$ cat config.mk
export PLATFORM = sky130hd
export DESIGN_NAME = hazard_stall_unit_flat
export DESIGN_NICKNAME = d
export VERILOG_FILES = /design/src/rtl/hazard_stall_unit_pkg.sv /design/src/rtl/hazard_stall_unit_if.sv /design/src/rtl/hazard_stall_unit_perf_counter.sv /design/src/rtl/hazard_stall_unit.sv /design/src/flat_wrapper.sv
export SDC_FILE = /design/constraint.sdc
export NUM_CORES = 1
export LEC_CHECK = 0
export CORE_UTILIZATION = 40
export CTS_CLUSTER_DIAMETER = 80
export CTS_CLUSTER_SIZE = 10
export DETAILED_ROUTE_END_ITERATION = 10
export PLACE_DENSITY = 0.83
export SLEW_MARGIN = 10
export SYNTH_ARGS = -nofsm -noshare
export SYNTH_HDL_FRONTEND = slang
export SYNTH_SLANG_ARGS = --single-unit
$ cat constraint.sdc
create_clock -name clk -period 1.6 [get_ports clk]
set_input_delay 0.32 -clock clk [delete_from_list [all_inputs] [get_ports clk]]
set_output_delay 0.32 -clock clk [all_outputs]
set_load 0.02 [all_outputs]
$ cat src/rtl/hazard_stall_unit_pkg.sv
// Shared definitions for the hazard/stall producer: FSM state type and register index width.
package hazard_stall_unit_pkg;

   localparam int unsigned REG_ADDR_W = 5;

   typedef enum logic [1:0] {
      RUN  = 2'd0,
      WAIT = 2'd1,
      TOUT = 2'd2
   } hazard_fsm_e;

endpackage

$ cat src/rtl/hazard_stall_unit_if.sv
// Pipeline-control bundle between the core/bus side (master) and hazard_stall_unit (slave).
interface hazard_stall_unit_if
   import hazard_stall_unit_pkg::*;
#(
   parameter int unsigned ADDR_W = REG_ADDR_W
);
   logic [ADDR_W-1:0] id_rs1;
   logic [ADDR_W-1:0] id_rs2;
   logic              id_use_rs1;
   logic              id_use_rs2;
   logic [ADDR_W-1:0] exe_rd;
   logic              exe_mem_read;
   logic              exe_pc_sel;
   logic              imem_req;
   logic              imem_ack;
   logic              dmem_req;
   logic              dmem_ack;
   logic              load_hazard;
   logic              branch_hazard;
   logic              stall_pipl;
   logic              bus_timeout;

   modport master (
      output id_rs1, id_rs2, id_use_rs1, id_use_rs2, exe_rd, exe_mem_read, exe_pc_sel,
      output imem_req, imem_ack, dmem_req, dmem_ack,
      input  load_hazard, branch_hazard, stall_pipl, bus_timeout
   );

   modport slave (
      input  id_rs1, id_rs2, id_use_rs1, id_use_rs2, exe_rd, exe_mem_read, exe_pc_sel,
      input  imem_req, imem_ack, dmem_req, dmem_ack,
      output load_hazard, branch_hazard, stall_pipl, bus_timeout
   );

endinterface

$ cat src/rtl/hazard_stall_unit_perf_counter.sv
// Saturating event counter with enable and synchronous clear; holds at all-ones.
module hazard_perf_counter #(
   parameter int unsigned WIDTH = 32
) (
   input  logic             clk,
   input  logic             clear,
   input  logic             en,
   output logic [WIDTH-1:0] count
);

   always_ff @(posedge clk) begin
      if (clear) begin
         count <= '0;
      end else if (en && (count != '1)) begin
         count <= count + WIDTH'(1);
      end
   end

endmodule

$ cat src/rtl/hazard_stall_unit.sv
// Load-use / taken-branch hazard detection plus bus-wait stall with timeout release.
// Optional performance counters are built when STALL_PERF_CNT_EN is defined.
module hazard_stall_unit
   import hazard_stall_unit_pkg::*;
#(
   parameter int unsigned TIMEOUT_CYCLES = 255
`ifdef STALL_PERF_CNT_EN
   ,
   parameter int unsigned PERF_CNT_W     = 32
`endif
) (
   input  logic                  clk,
   input  logic                  reset,
   hazard_stall_unit_if.slave    bus
`ifdef STALL_PERF_CNT_EN
   ,
   output logic [PERF_CNT_W-1:0] perf_stall_cnt,
   output logic [PERF_CNT_W-1:0] perf_load_cnt,
   output logic [PERF_CNT_W-1:0] perf_flush_cnt
`endif
);

   localparam int unsigned    CntW    = $clog2(TIMEOUT_CYCLES + 1);
   localparam logic [CntW-1:0] CntLast = CntW'(TIMEOUT_CYCLES - 1);

   hazard_fsm_e     state;
   logic [CntW-1:0] wait_cnt;
   logic            bus_timeout_q;
   logic            wait_raw;
   logic            use_match;
   logic            stall;
   logic            branch;
   logic            load;

   assign wait_raw = (bus.imem_req & ~bus.imem_ack) | (bus.dmem_req & ~bus.dmem_ack);

   always_ff @(posedge clk) begin
      if (reset) begin
         state         <= RUN;
         wait_cnt      <= '0;
         bus_timeout_q <= 1'b0;
      end else begin
         bus_timeout_q <= 1'b0;
         unique case (state)
            RUN: begin
               if (wait_raw) begin
                  state    <= WAIT;
                  wait_cnt <= CntW'(1);
               end
            end
            WAIT: begin
               if (!wait_raw) begin
                  state    <= RUN;
                  wait_cnt <= '0;
               end else if (wait_cnt == CntLast) begin
                  state         <= TOUT;
                  bus_timeout_q <= 1'b1;
               end else if (wait_cnt != '1) begin
                  wait_cnt <= wait_cnt + CntW'(1);
               end
            end
            TOUT: begin
               state    <= RUN;
               wait_cnt <= '0;
            end
            default: begin
               state    <= RUN;
               wait_cnt <= '0;
            end
         endcase
      end
   end

   // The timeout cycle drops the stall so the pipeline can advance past the hung access.
   assign stall     = wait_raw & (state != TOUT) & ~reset;
   assign branch    = bus.exe_pc_sel & ~stall & ~reset;
   assign use_match = (bus.id_use_rs1 & (bus.id_rs1 == bus.exe_rd)) |
                      (bus.id_use_rs2 & (bus.id_rs2 == bus.exe_rd));
   assign load      = bus.exe_mem_read & (bus.exe_rd != '0) & use_match &
                      ~branch & ~stall & ~reset;

   assign bus.stall_pipl    = stall;
   assign bus.branch_hazard = branch;
   assign bus.load_hazard   = load;
   assign bus.bus_timeout   = bus_timeout_q & ~reset;

`ifdef STALL_PERF_CNT_EN
   hazard_perf_counter #(.WIDTH(PERF_CNT_W)) u_stall_cnt (
      .clk   (clk),
      .clear (reset),
      .en    (stall),
      .count (perf_stall_cnt)
   );

   hazard_perf_counter #(.WIDTH(PERF_CNT_W)) u_load_cnt (
      .clk   (clk),
      .clear (reset),
      .en    (load),
      .count (perf_load_cnt)
   );

   hazard_perf_counter #(.WIDTH(PERF_CNT_W)) u_flush_cnt (
      .clk   (clk),
      .clear (reset),
      .en    (branch),
      .count (perf_flush_cnt)
   );
`endif

endmodule
$ cat src/flat_wrapper.sv
// flat-port wrapper written by rule: the top's interface ports become plain ports
module hazard_stall_unit_flat import hazard_stall_unit_pkg::*;
#(
   parameter int unsigned TIMEOUT_CYCLES = 255

)
  (clk, reset, bus_id_rs1, bus_id_rs2, bus_id_use_rs1, bus_id_use_rs2, bus_exe_rd, bus_exe_mem_read, bus_exe_pc_sel, bus_imem_req, bus_imem_ack, bus_dmem_req, bus_dmem_ack, bus_load_hazard, bus_branch_hazard, bus_stall_pipl, bus_bus_timeout);
  hazard_stall_unit_if bus_i ();
  input  logic clk;
  input  logic reset;
  input wire logic [$bits(bus_i.id_rs1)-1:0] bus_id_rs1;
  input wire logic [$bits(bus_i.id_rs2)-1:0] bus_id_rs2;
  input wire logic [$bits(bus_i.id_use_rs1)-1:0] bus_id_use_rs1;
  input wire logic [$bits(bus_i.id_use_rs2)-1:0] bus_id_use_rs2;
  input wire logic [$bits(bus_i.exe_rd)-1:0] bus_exe_rd;
  input wire logic [$bits(bus_i.exe_mem_read)-1:0] bus_exe_mem_read;
  input wire logic [$bits(bus_i.exe_pc_sel)-1:0] bus_exe_pc_sel;
  input wire logic [$bits(bus_i.imem_req)-1:0] bus_imem_req;
  input wire logic [$bits(bus_i.imem_ack)-1:0] bus_imem_ack;
  input wire logic [$bits(bus_i.dmem_req)-1:0] bus_dmem_req;
  input wire logic [$bits(bus_i.dmem_ack)-1:0] bus_dmem_ack;
  output wire logic [$bits(bus_i.load_hazard)-1:0] bus_load_hazard;
  output wire logic [$bits(bus_i.branch_hazard)-1:0] bus_branch_hazard;
  output wire logic [$bits(bus_i.stall_pipl)-1:0] bus_stall_pipl;
  output wire logic [$bits(bus_i.bus_timeout)-1:0] bus_bus_timeout;
  assign bus_i.id_rs1 = bus_id_rs1;
  assign bus_i.id_rs2 = bus_id_rs2;
  assign bus_i.id_use_rs1 = bus_id_use_rs1;
  assign bus_i.id_use_rs2 = bus_id_use_rs2;
  assign bus_i.exe_rd = bus_exe_rd;
  assign bus_i.exe_mem_read = bus_exe_mem_read;
  assign bus_i.exe_pc_sel = bus_exe_pc_sel;
  assign bus_i.imem_req = bus_imem_req;
  assign bus_i.imem_ack = bus_imem_ack;
  assign bus_i.dmem_req = bus_dmem_req;
  assign bus_i.dmem_ack = bus_dmem_ack;
  assign bus_load_hazard = bus_i.load_hazard;
  assign bus_branch_hazard = bus_i.branch_hazard;
  assign bus_stall_pipl = bus_i.stall_pipl;
  assign bus_bus_timeout = bus_i.bus_timeout;
  hazard_stall_unit #(.TIMEOUT_CYCLES(TIMEOUT_CYCLES)) u_core (.clk(clk), .reset(reset), .bus(bus_i));
endmodule
==> results of run 1 <==
==> per-stage QoR <==
| stage | instance area [sq um] | instances | TNS (ps) | setup slack, ps | util, % |
|---|---|---|---|---|---|
| after floorplan | 888 | 102 | -82.7 | -75.6 | - |
| after global placement | 1350 | 176 | -5250 | -1150 | 67.2 |
| after detailed placement | 1350 | 176 | -5920 | -1270 | 67.2 |
| after CTS | 1410 | 184 | -331 | -331 | 70.3 |
| after global routing | 1530 | 187 | -492 | -326 | 76.4 |
| final | 1530 | 187 | -318 | -293 | 76.4 |
==> power by group through the flow <==
| stage | Clock [W] | Sequential [W] | Combinational (W) |
|---|---|---|---|
| finish | 0.000209 | 0.000281 | 0.000257 |
| floorplan | 0 | 0.000290 | 0.0000776 |
| CTS | 0.000202 | 0.000283 | 0.000218 |
| global route | 0.000223 | 0.000282 | 0.000270 |
| detailed placement | 0 | 0.000288 | 0.000209 |
| global placement | 0 | 0.000288 | 0.000201 |
==> flip-flops by register name, summed over array words and instances (netlist names) <==
register              cells
u_core.wait_cnt           8
u_core.bus_timeout_q      1
u_core.state              2
==> worst min-delay path by stage <==
stage | startpoint | endpoint | slack, ps | cells after the start
floorplan | u_core.wait_cnt[5] | u_core.wait_cnt[5] | 480 | 2
global placement | u_core.wait_cnt[5] | u_core.wait_cnt[5] | 500 | 2
detailed placement | u_core.wait_cnt[6] | u_core.wait_cnt[6] | 530 | 2
CTS | u_core.wait_cnt[5] | u_core.wait_cnt[5] | 540 | 2
global route | reset | u_core.state[0] | 570 | 3
finish | u_core.wait_cnt[5] | u_core.wait_cnt[5] | 520 | 2
==> timing repair <==
| item | in CTS | in global routing |
|---|---|---|
| gates resized for setup | 95 | 33 |
| setup endpoints to repair | 11 | 11 |
| hold buffers | 0 | 0 |
| setup buffers | 4 | 3 |
| pin swaps | 15 | 10 |
==> per-layer routing <==
| layer | up-vias | part of all wire [%] | wire, um | track usage, % |
|---|---|---|---|---|
| met1 | 464 | 39 | 1200 | 26.8 |
| li1 | 493 | - | - | - |
| met5 | - | 0 | 0 | 0 |
| met3 | 3 | 5.8 | 178 | 5.97 |
| met2 | 45 | 54 | 1640 | 48.1 |
| met4 | 0 | 1.1 | 34 | 8.82 |
==> synth_stat cells, drive strengths merged <==
cell     instances
nor2b            4
nand3            5
nand2b           4
a21boi           1
and3             3
nor2             5
o211ai           3
o311ai           1
a211oi           3
ha               2
xnor2            2
nor3             2
mux2i            4
o21bai           3
a21oi            4
dfxtp           11
nand2            5
and2b            2
inv              4
buf              1
a2111oi          2
o21ai            8
clkbuf           1
xor2             8
nor3b            1
or4              2
and4             2
o21a             1
nor4             5
mux2             1
o41ai            1
nand4            1
==> area by class of cell <==
type	instances	area [sq um]
Multi-Input combinational cell	85	747
Tap cell	27	33.8
Timing Repair Buffer	56	480
Clock buffer	4	26.3
Sequential cell	11	228
Inverter	4	15.0
Fill cell	126	472
==> layout by cell type, fill, tap and decap left out, drive strengths merged, types with 3 or more instances in the layout <==
master | synthesis | final
nor4 | 5 | 5
inv | 4 | 4
and3 | 3 | 3
nor2b | 4 | 4
o21bai | 3 | 3
a21oi | 4 | 4
o21ai | 8 | 8
nand2b | 4 | 4
mux2i | 4 | 4
nor2 | 5 | 5
o211ai | 3 | 3
dfxtp | 11 | 11
clkdlybuf4s50 | 0 | 3
a211oi | 3 | 3
nand2 | 5 | 5
nand3 | 5 | 5
buf | 1 | 46
clkbuf | 1 | 5
xor2 | 8 | 8
==> worst max-delay path: stages <==
cell,delay (ps)
buf_6,90
xor2_1,160
nor4_2,270
nand3_1,160
a2111oi_4,380
buf_4,200
==> logic make-up (layout without fill, tap and decap cells) <==
logic type | count (synthesis) | in the layout
AND/OR/NAND/NOR | 41 | 41
AO/OA/AOI/OAI | 27 | 27
flip-flops | 11 | 11
XOR/XNOR | 10 | 10
buffers and inverters | 6 | 64
multiplexers | 5 | 5
adder cells (fa/ha/maj) | 2 | 2
==> key figures, run 1 <==
STA
  – Slew HR: 80.4%
  – Crit share post-route: 118%
  – Setup-failing EPs final: 2
  – Setup Skew: 2.11 ps
  – Max Slew Vio Count: 0
  – Tightest Pin Transition: 291 ps
  – Tmin final: 1890 ps
  – RSZ-0062 raised after global routing: yes
  – PnR worst setup slack: -293 ps
  – Hold Fails Final Rpt: 0
  – Fmax: 528 MHz
  – Hold WS: 520 ps

Logic synthesis
  – Synth area leaders: dfxtp_1 25%, xor2_1 8.0%, mux2i_1 4.6%
  – Compound-cell area share of the yosys netlist: 23.3%
  – Largest family of logic cells by synthesized area: simple AND/OR/NAND/NOR gates
  – Sequential cell area fraction in the yosys report: 25.3%
  – Post-synth top area share: 25.3%
  – Distinct cells, synth: 40
  – Synthesized area per cell: 8.54 sq um
  – Post-Syn Nets: 129
  – Mapped Area: 871 sq um
  – Post-Synth XOR/XNOR Area: 10.1%
  – Ys Warns: 0
  – Leading area contributor after synthesis: dfxtp_1
  – Adder-cell share of the synthesized area: 2.87%
  – Mux share of post-synthesis cell area: 5.89%
  – Post-Synth Simple-Gate Area: 29.2%
  – Synth Register Bits: 11
  – Syn Inst Count: 102

Route
  – Drt drc: 0
  – Detail Route Antenna Nets: 0
  – Via count: 1005
  – Pre-antenna DRT Iters: 4
  – 1st-iter DRT viols: 42
  – WL final: 3.05 mm
  – WL per Instance: 16.3 um
  – Vias per cell: 5.37

Place
  – I/O Buffers: 28
  – Post-DP HPWL: 1.99 mm
  – GPL Wtd Cong: 0.827

Floorplan
  – # IOs: 29
  – Core Box Area: 0.00200 sq mm
  – Initial core utilization: 43.5%
  – Die Ht: 48.7 um
  – Chip width: 48.7 um
  – DIE AREA: 0.00237 sq mm
  – FP Rows: 16

Worst setup path
  – FF-to-FF setup slack: 40 ps
  – CP required: 1280 ps
  – Startpoint Class: input pin
  – Critical Path Source: bus_id_rs1[2]
  – Critical Path End Type: output pin
  – CP Class: input pin to output pin
  – CP Capture Point: bus_load_hazard
  – FF-to-FF End: u_core.wait_cnt[6]
  – Arr. time, crit path: 1570 ps
  – FF-to-FF Start: u_core.wait_cnt[0]
  – Worst Reg-to-Reg Cells: 7
  – CP Max Fanout: 1

Power
  – Pint: 0.000514 W
  – Logic pwr share: 34.4%
  – Power consumption: 0.000747 W
  – Pleak: 0.606 nW
  – Clock power share: 27.9%
  – Switching power: 0.000233 W
  – Net Sw Frac: 31.2%
  – Worst vdd ir: 568 uV
  – Pwr/cell area: 488 mW/mm^2
  – Sequential fraction of design power: 37.7%

Clocking
  – Clk buf depth: 2
  – CTS buffer count: 3
  – Clk slew on worst S/H paths: 80 ps
  – CTS Sinks: 11
  – CTS tree: yes
  – H-Tree Depth: 1
  – Clk Latency, worst-skew pair: 290 ps
  – Root Buffer: clkbuf_4

Final layout
  – Final nets: 188
  – Layout area overhead: 75.7%
  – Share of layout cells above drive strength 1: 48.8%
  – N_diodes: 0

Hold path
  – Min-Delay Path Class: flop to flop

Global routing
  – Overflow after GRT: 0
  – First-pass GRT wire length: 4.57 mm
  – Initial antenna violation count: 0
  – Largest net degree at the start of global routing: 10
  – Vias in the first global route: 1026
  – Total track usage: 25.4%

Run status
  – Status: finished, violations left
  – Failing checks: negative setup slack

Job
  – Max-cap violation count: 0
(Power assumes the default switching activity.)
==> run 2, diff against run 1 <==
==> constraint.sdc (replaced) <==
create_clock -name clk -period 1.6 [get_ports clk]
set_input_delay 0.32 -clock clk [delete_from_list [all_inputs] [get_ports clk]]
set_output_delay 0.32 -clock clk [all_outputs]
set_load 0.1 [all_outputs]
==> run 2 against run 1 <==
  * The flow still finishes with violations (negative setup slack)
  * Final cell count rose by 1.1%
  * Critical endpoint unchanged
  * First-iteration DRC count fell by 38%
  * Register-to-register slack gained 40 ps
  * Critical path type unchanged
  * Largest cell class unchanged
  * Flip-flop and latch count did not move
  * Sequential share of layout area shrank 0.25 points
==> key figures, run 2 (synthesized netlist as in run 1, its figures left out) <==
STA
  – Setup_tns: -507 ps (-189 ps)
  – Setup Skew: 6.95 ps (+4.84 ps)
  – PnR worst setup slack: -374 ps (-81.6 ps)
  – Hold WS: 526 ps (+6.36 ps)
  – RSZ-0062 raised after global routing: yes
  – Tmin final: 1970 ps (+81.6 ps)
  – Slew HR: 78.2% (-2.2 points)
  – Tightest Pin Transition: 327 ps (+35.9 ps)
  – Hold Fails Final Rpt: 0 (unchanged)
  – Setup-failing EPs final: 3 (+1)
  – Crit share post-route: 123% (+5.1 points)
  – Max Slew Vio Count: 0 (unchanged)
  – Fmax: 507 MHz (-4.1%)

Clocking
  – Clk buf depth: 2 (unchanged)
  – CTS Sinks: 11 (unchanged)
  – CTS buffer count: 3 (unchanged)
  – Cts hold-fix bufs: 0 (unchanged)
  – Root Buffer: clkbuf_4
  – Clk Latency, worst-skew pair: 290 ps (about the same)
  – Clk slew on worst S/H paths: 70 ps (about the same)
  – H-Tree Depth: 1 (unchanged)
  – CTS tree: yes

Final layout
  – Share of layout cells above drive strength 1: 50.6% (+1.9 points)
  – Final instance area: 0.00159 sq mm (+3.9%)
  – Most common cell after layout, fill and taps aside: buf_4
  – Layout area overhead: 82.6%
  – Most flop-heavy register: u_core.wait_cnt
  – N_diodes: 0 (unchanged)
  – Top flop regs: u_core.wait_cnt x8, u_core.state x2, u_core.bus_timeout_q x1
  – Max reg flops: 8 (unchanged)
  – Most frequent cells in the layout: 28 x buf_4, 9 x buf_6, 8 x xor2_1, 8 x o21ai_1
  – Final nets: 190 (+1.1%)

Global routing
  – Overflow after GRT: 0 (unchanged)
  – Total track usage: 25.5% (+0.18 points)
  – Initial antenna violation count: 0 (unchanged)
  – Vias in the first global route: 1011 (-1.5%)
  – First-pass GRT wire length: 4.58 mm (+0.31%)
  – Largest net degree at the start of global routing: 10 (unchanged)

Route
  – Detail Route Antenna Nets: 0 (unchanged)
  – WL final: 3.00 mm (-1.7%)
  – Pre-antenna DRT Iters: 4 (unchanged)
  – Drt drc: 0 (unchanged)
  – Vias per cell: 5.53 (+3.0%)
  – 1st-iter DRT viols: 26 (-38%)
  – Via count: 1046 (+4.1%)
  – WL per Instance: 15.9 um (-2.8%)

Floorplan
  – Core Box Area: 0.00200 sq mm (unchanged)
  – Initial core utilization: 43.5% (unchanged)
  – # IOs: 29 (unchanged)
  – DIE AREA: 0.00237 sq mm (unchanged)
  – Die Ht: 48.7 um (unchanged)
  – Chip width: 48.7 um (unchanged)
  – FP Rows: 16 (unchanged)

Power
  – Logic pwr share: 36.7% (+2.3 points)
  – Worst vdd ir: 515 uV (-9.3%)
  – Net Sw Frac: 32.7% (+1.5 points)
  – Switching power: 0.000254 W (+9.1%)
  – Pint: 0.000523 W (+1.7%)
  – Pwr/cell area: 488 mW/mm^2 (about the same)
  – Sequential fraction of design power: 36.4% (-1.3 points)
  – Pleak: 0.617 nW (+1.8%)
  – Clock power share: 26.9% (-1.0 points)

Worst setup path
  – FF-to-FF Start: u_core.wait_cnt[0]
  – CP Max Fanout: 3 (+2)
  – CP Class: input pin to output pin
  – Arr. time, crit path: 1650 ps (+80 ps)
  – Startpoint Class: input pin
  – Critical Path End Type: output pin
  – CP Capture Point: bus_load_hazard
  – Worst Reg-to-Reg Cells: 6 (-1)
  – FF-to-FF End: u_core.wait_cnt[1]
  – FF-to-FF setup slack: 80 ps (+40 ps)
  – Critical Path Source: bus_exe_rd[2]
  – CP required: 1280 ps (about the same)

Place
  – I/O Buffers: 28 (unchanged)
  – GPL Wtd Cong: 0.872 (+5.4%)
  – Area after DPL: 0.00145 sq mm (+7.8%)
  – Post-DP HPWL: 2.03 mm (+2.2%)

Run status
  – Status: finished, violations left
  – Failing checks: negative setup slack

Job
  – Max-cap violation count: 0 (unchanged)

Hold path
  – Min-Delay Path Class: flop to flop
run 2: what timing repair did:
item | 4_1_cts | 5_1_grt
pin swaps | 15 | 13
resized for setup | 81 | 19
buffers inserted | 6 | 2
setup endpoints to repair | 10 | 10
cloned | 0 | 0
run 2: worst min path at each step:
stage	start	endpoint	slack, ps	depth (start not counted)
detailed placement	u_core.wait_cnt[6]	u_core.wait_cnt[6]	520	2
floorplan	u_core.wait_cnt[5]	u_core.wait_cnt[5]	480	2
global placement	u_core.wait_cnt[5]	u_core.wait_cnt[5]	500	2
global route	u_core.wait_cnt[6]	u_core.wait_cnt[6]	550	2
finish	u_core.wait_cnt[6]	u_core.wait_cnt[6]	530	2
CTS	u_core.wait_cnt[6]	u_core.wait_cnt[6]	530	2
run 2: worst max-delay path: stages:
cell and delay (ps):
buf_6 100, xor2_1 160, nor4_2 260, nand3_1 160, a2111oi_4 430, buf_12 220
run 2: layer usage:
layer  routed length (um)  up-vias  track usage (%)
li1                     -      508                -
met1                 1180      484             27.2
met2                 1560       46             45.1
met3                  186        8             7.23
met4                   72        0             13.7
met5                    0        -                0
run 2: power by group through the flow:
| stage | Combinational, W | Sequential [W] | Clock (W) |
|---|---|---|---|
| final | 0.000285 | 0.000282 | 0.000209 |
| after global routing | 0.000300 | 0.000283 | 0.000225 |
| after CTS | 0.000258 | 0.000282 | 0.000212 |
| after detailed placement | 0.000253 | 0.000289 | 0 |
| after global placement | 0.000245 | 0.000288 | 0 |
| after floorplan | 0.000107 | 0.000290 | 0 |
run 2: per-stage QoR:
| step | worst slack (ps) | util (%) | std cells | power, W |
|---|---|---|---|---|
| 6_report | -374 | 79.4 | 189 | 0.000777 |
| 5_1_grt | -442 | 79.4 | 189 | 0.000808 |
| 4_1_cts | -383 | 75.6 | 188 | 0.000753 |
| 3_5_place_dp | -813 | 72.4 | 179 | 0.000542 |
| 3_3_place_gp | -783 | 72.4 | 179 | 0.000533 |
| 2_1_floorplan | -810 | - | 102 | 0.000396 |
run 2: layout make-up:
class / instances / area (sq um)
inverter: 4 / 20.0
clock buffer: 4 / 26.3
sequential: 11 / 233
tap: 27 / 33.8
multi-input combinational: 85 / 761
timing repair buffer: 58 / 517
fill: 129 / 412
==> run 3, diff against run 2 <==
--- a/config.mk
+++ b/config.mk
@@ -5,6 +5,7 @@
 export SDC_FILE = /design/constraint.sdc
 export NUM_CORES = 1
 export LEC_CHECK = 0
+export CAP_MARGIN = 5
 export CORE_UTILIZATION = 40
 export CTS_CLUSTER_DIAMETER = 80
 export CTS_CLUSTER_SIZE = 10
==> constraint.sdc (replaced) <==
create_clock -name clk -period 1.8 [get_ports clk]
set_input_delay 0.36 -clock clk [delete_from_list [all_inputs] [get_ports clk]]
set_output_delay 0.36 -clock clk [all_outputs]
set_load 0.1 [all_outputs]
==> run 3 against run 2 <==
  * The run still ends with negative setup slack left
  * Clock skew fell by 4.5 ps
  * Critical path type unchanged
  * Sequential share of layout area rose by 1.0 points
  * Clock power fell by 14%
  * Largest cell class unchanged
  * Final cell count fell by 4.8%
==> key figures, run 3 (synthesized netlist as in run 1, its figures left out) <==
Place
  – Post-DP HPWL: 1.99 mm (-1.9%)
  – Area after DPL: 0.00141 sq mm (-2.8%)
  – I/O Buffers: 28 (unchanged)
  – GPL Wtd Cong: 0.860 (-1.4%)
  – Setup Slack @ Placement: -728 ps (+85.3 ps)

Clocking
  – Clk buf depth: 2 (unchanged)
  – Root Buffer: clkbuf_4
  – CTS Sinks: 11 (unchanged)
  – CTS tree: yes
  – Clk slew on worst S/H paths: 80 ps (about the same)
  – Clk Latency, worst-skew pair: 280 ps (about the same)
  – CTS buffer count: 3 (unchanged)
  – Cts hold-fix bufs: 0 (unchanged)
  – H-Tree Depth: 1 (unchanged)

Job
  – Max-cap violation count: 0 (unchanged)

Power
  – Pwr/cell area: 448 mW/mm^2 (-8.3%)
  – Pleak: 0.572 nW (-7.2%)
  – Clock power share: 28.0% (+1.1 points)
  – Pint: 0.000439 W (-16%)
  – Logic pwr share: 32.6% (-4.1 points)
  – Sequential fraction of design power: 39.4% (+3.0 points)
  – Worst vdd ir: 490 uV (-4.9%)
  – Switching power: 0.000205 W (-19%)
  – Net Sw Frac: 31.8% (-0.85 points)

Final layout
  – Top flop regs: u_core.wait_cnt x8, u_core.state x2, u_core.bus_timeout_q x1
  – Final nets: 181 (-4.7%)
  – Most flop-heavy register: u_core.wait_cnt
  – Layout area overhead: 65.4%
  – Share of layout cells above drive strength 1: 42.5% (-8.1 points)
  – Most common cell after layout, fill and taps aside: buf_4
  – N_diodes: 0 (unchanged)
  – Max reg flops: 8 (unchanged)
  – Final instance area: 0.00144 sq mm (-9.4%)
  – Most frequent cells in the layout: 20 x buf_4, 9 x dfxtp_1, 8 x xor2_1

Global routing
  – First-pass GRT wire length: 4.26 mm (-7.1%)
  – Overflow after GRT: 0 (unchanged)
  – Vias in the first global route: 987 (-2.4%)
  – Largest net degree at the start of global routing: 10 (unchanged)
  – Initial antenna violation count: 0 (unchanged)
  – Total track usage: 23.0% (-2.6 points)

Floorplan
  – # IOs: 29 (unchanged)
  – FP Rows: 16 (unchanged)
  – Core Box Area: 0.00200 sq mm (unchanged)
  – DIE AREA: 0.00237 sq mm (unchanged)
  – Chip width: 48.7 um (unchanged)
  – Initial core utilization: 43.5% (unchanged)
  – Die Ht: 48.7 um (unchanged)

STA
  – Crit share post-route: 113%
  – Tightest Pin Transition: 308 ps (-19.1 ps)
  – Hold Fails Final Rpt: 0 (unchanged)
  – RSZ-0062 raised after global routing: yes
  – Fmax: 493 MHz
  – Tmin final: 2030 ps
  – Slew HR: 79.2% (+1.0 points)
  – Setup_tns: -230 ps (+277 ps)
  – Setup Skew: 2.42 ps (-4.53 ps)
  – Hold WS: 531 ps (+4.44 ps)
  – PnR worst setup slack: -230 ps (+145 ps)
  – Max Slew Vio Count: 0 (unchanged)
  – Setup-failing EPs final: 1 (-2)

Worst setup path
  – CP Capture Point: bus_load_hazard
  – Arr. time, crit path: 1670 ps (+20 ps)
  – Critical Path End Type: output pin
  – FF-to-FF Start: u_core.wait_cnt[0]
  – CP required: 1440 ps (+160 ps)
  – FF-to-FF setup slack: 130 ps (+50 ps)
  – Startpoint Class: input pin
  – Worst Reg-to-Reg Cells: 6 (unchanged)
  – CP Max Fanout: 3 (unchanged)
  – Critical Path Source: bus_exe_rd[1]
  – CP max stage cell: a2111oi_4
  – FF-to-FF End: u_core.wait_cnt[1]
  – CP peak stage delay: 420 ps (about the same)
  – CP cell instances: buf_2 -> xor2_1 -> nor4_1 -> nand3_1 -> a2111oi_4 -> buf_12
  – CP Class: input pin to output pin

Route
  – WL final: 2.55 mm (-15%)
  – WL per Instance: 14.1 um (-11%)
  – 1st-iter DRT viols: 40 (+54%)
  – Detail Route Antenna Nets: 0 (unchanged)
  – Via count: 987 (-5.6%)
  – Pre-antenna DRT Iters: 4 (unchanged)
  – Drt drc: 0 (unchanged)
  – Vias per cell: 5.48 (-0.92%)

Run status
  – Status: finished, violations left
  – Failing checks: negative setup slack

Hold path
  – Min-Delay Path Class: flop to flop
[run 3: critical path, delay by kind of cell]
family | cells | cell delay [ps]
AOI/OAI and AO/OA | 1 | 420
xor gates and xnor gates | 1 | 140
buffers and inverters | 2 | 340
and+or+nand+nor | 2 | 410
[run 3: through the flow]
| step | total power, W | util, % | std cells |
|---|---|---|---|
| after floorplan | 0.000352 | - | 102 |
| after global placement | 0.000463 | 70.4 | 174 |
| after detailed placement | 0.000470 | 70.4 | 174 |
| after CTS | 0.000639 | 71.7 | 179 |
| after global routing | 0.000667 | 71.9 | 180 |
| final | 0.000645 | 71.9 | 180 |
[run 3: per-layer routing]
layer  up-vias  wire length [um]  track usage (%)
met1       462              1100             25.8
met4         0                33             8.33
met5         -                 0                0
li1        492                 -                -
met3         4               141             4.72
met2        29              1270             42.1
[run 3: power groups by stage]
stage	sequential, W	clock [W]	combinational [W]
final	0.000254	0.000180	0.000210
after global routing	0.000255	0.000189	0.000224
after CTS	0.000254	0.000177	0.000207
after detailed placement	0.000259	0	0.000210
after global placement	0.000259	0	0.000204
after floorplan	0.000257	0	0.0000942
[run 3: how the worst min path moves through the flow]
| stage | startpoint | endpoint | slack, ps | depth (start not counted) |
|---|---|---|---|---|
| after detailed placement | u_core.wait_cnt[5] | u_core.wait_cnt[5] | 520 | 2 |
| after global placement | u_core.wait_cnt[5] | u_core.wait_cnt[5] | 510 | 2 |
| after CTS | u_core.wait_cnt[5] | u_core.wait_cnt[5] | 540 | 2 |
| after floorplan | u_core.wait_cnt[5] | u_core.wait_cnt[5] | 480 | 2 |
| final | u_core.wait_cnt[5] | u_core.wait_cnt[5] | 530 | 2 |
| after global routing | u_core.wait_cnt[5] | u_core.wait_cnt[5] | 570 | 2 |
[run 3: final cells by class]
cell class                      count  area [sq um]
Tap cell                           27          33.8
Clock inverter                      1          5.00
Inverter                            4          15.0
Sequential cell                    11           225
Fill cell                         160           562
Timing Repair Buffer               49           435
Clock buffer                        3          22.5
Multi-Input combinational cell     85           703
[run 3: timing repair]
item                       in CTS  in global routing
setup buffers                   2                  1
pin swaps                      14                  3
resized for setup              65                 10
setup endpoints to repair       3                  8
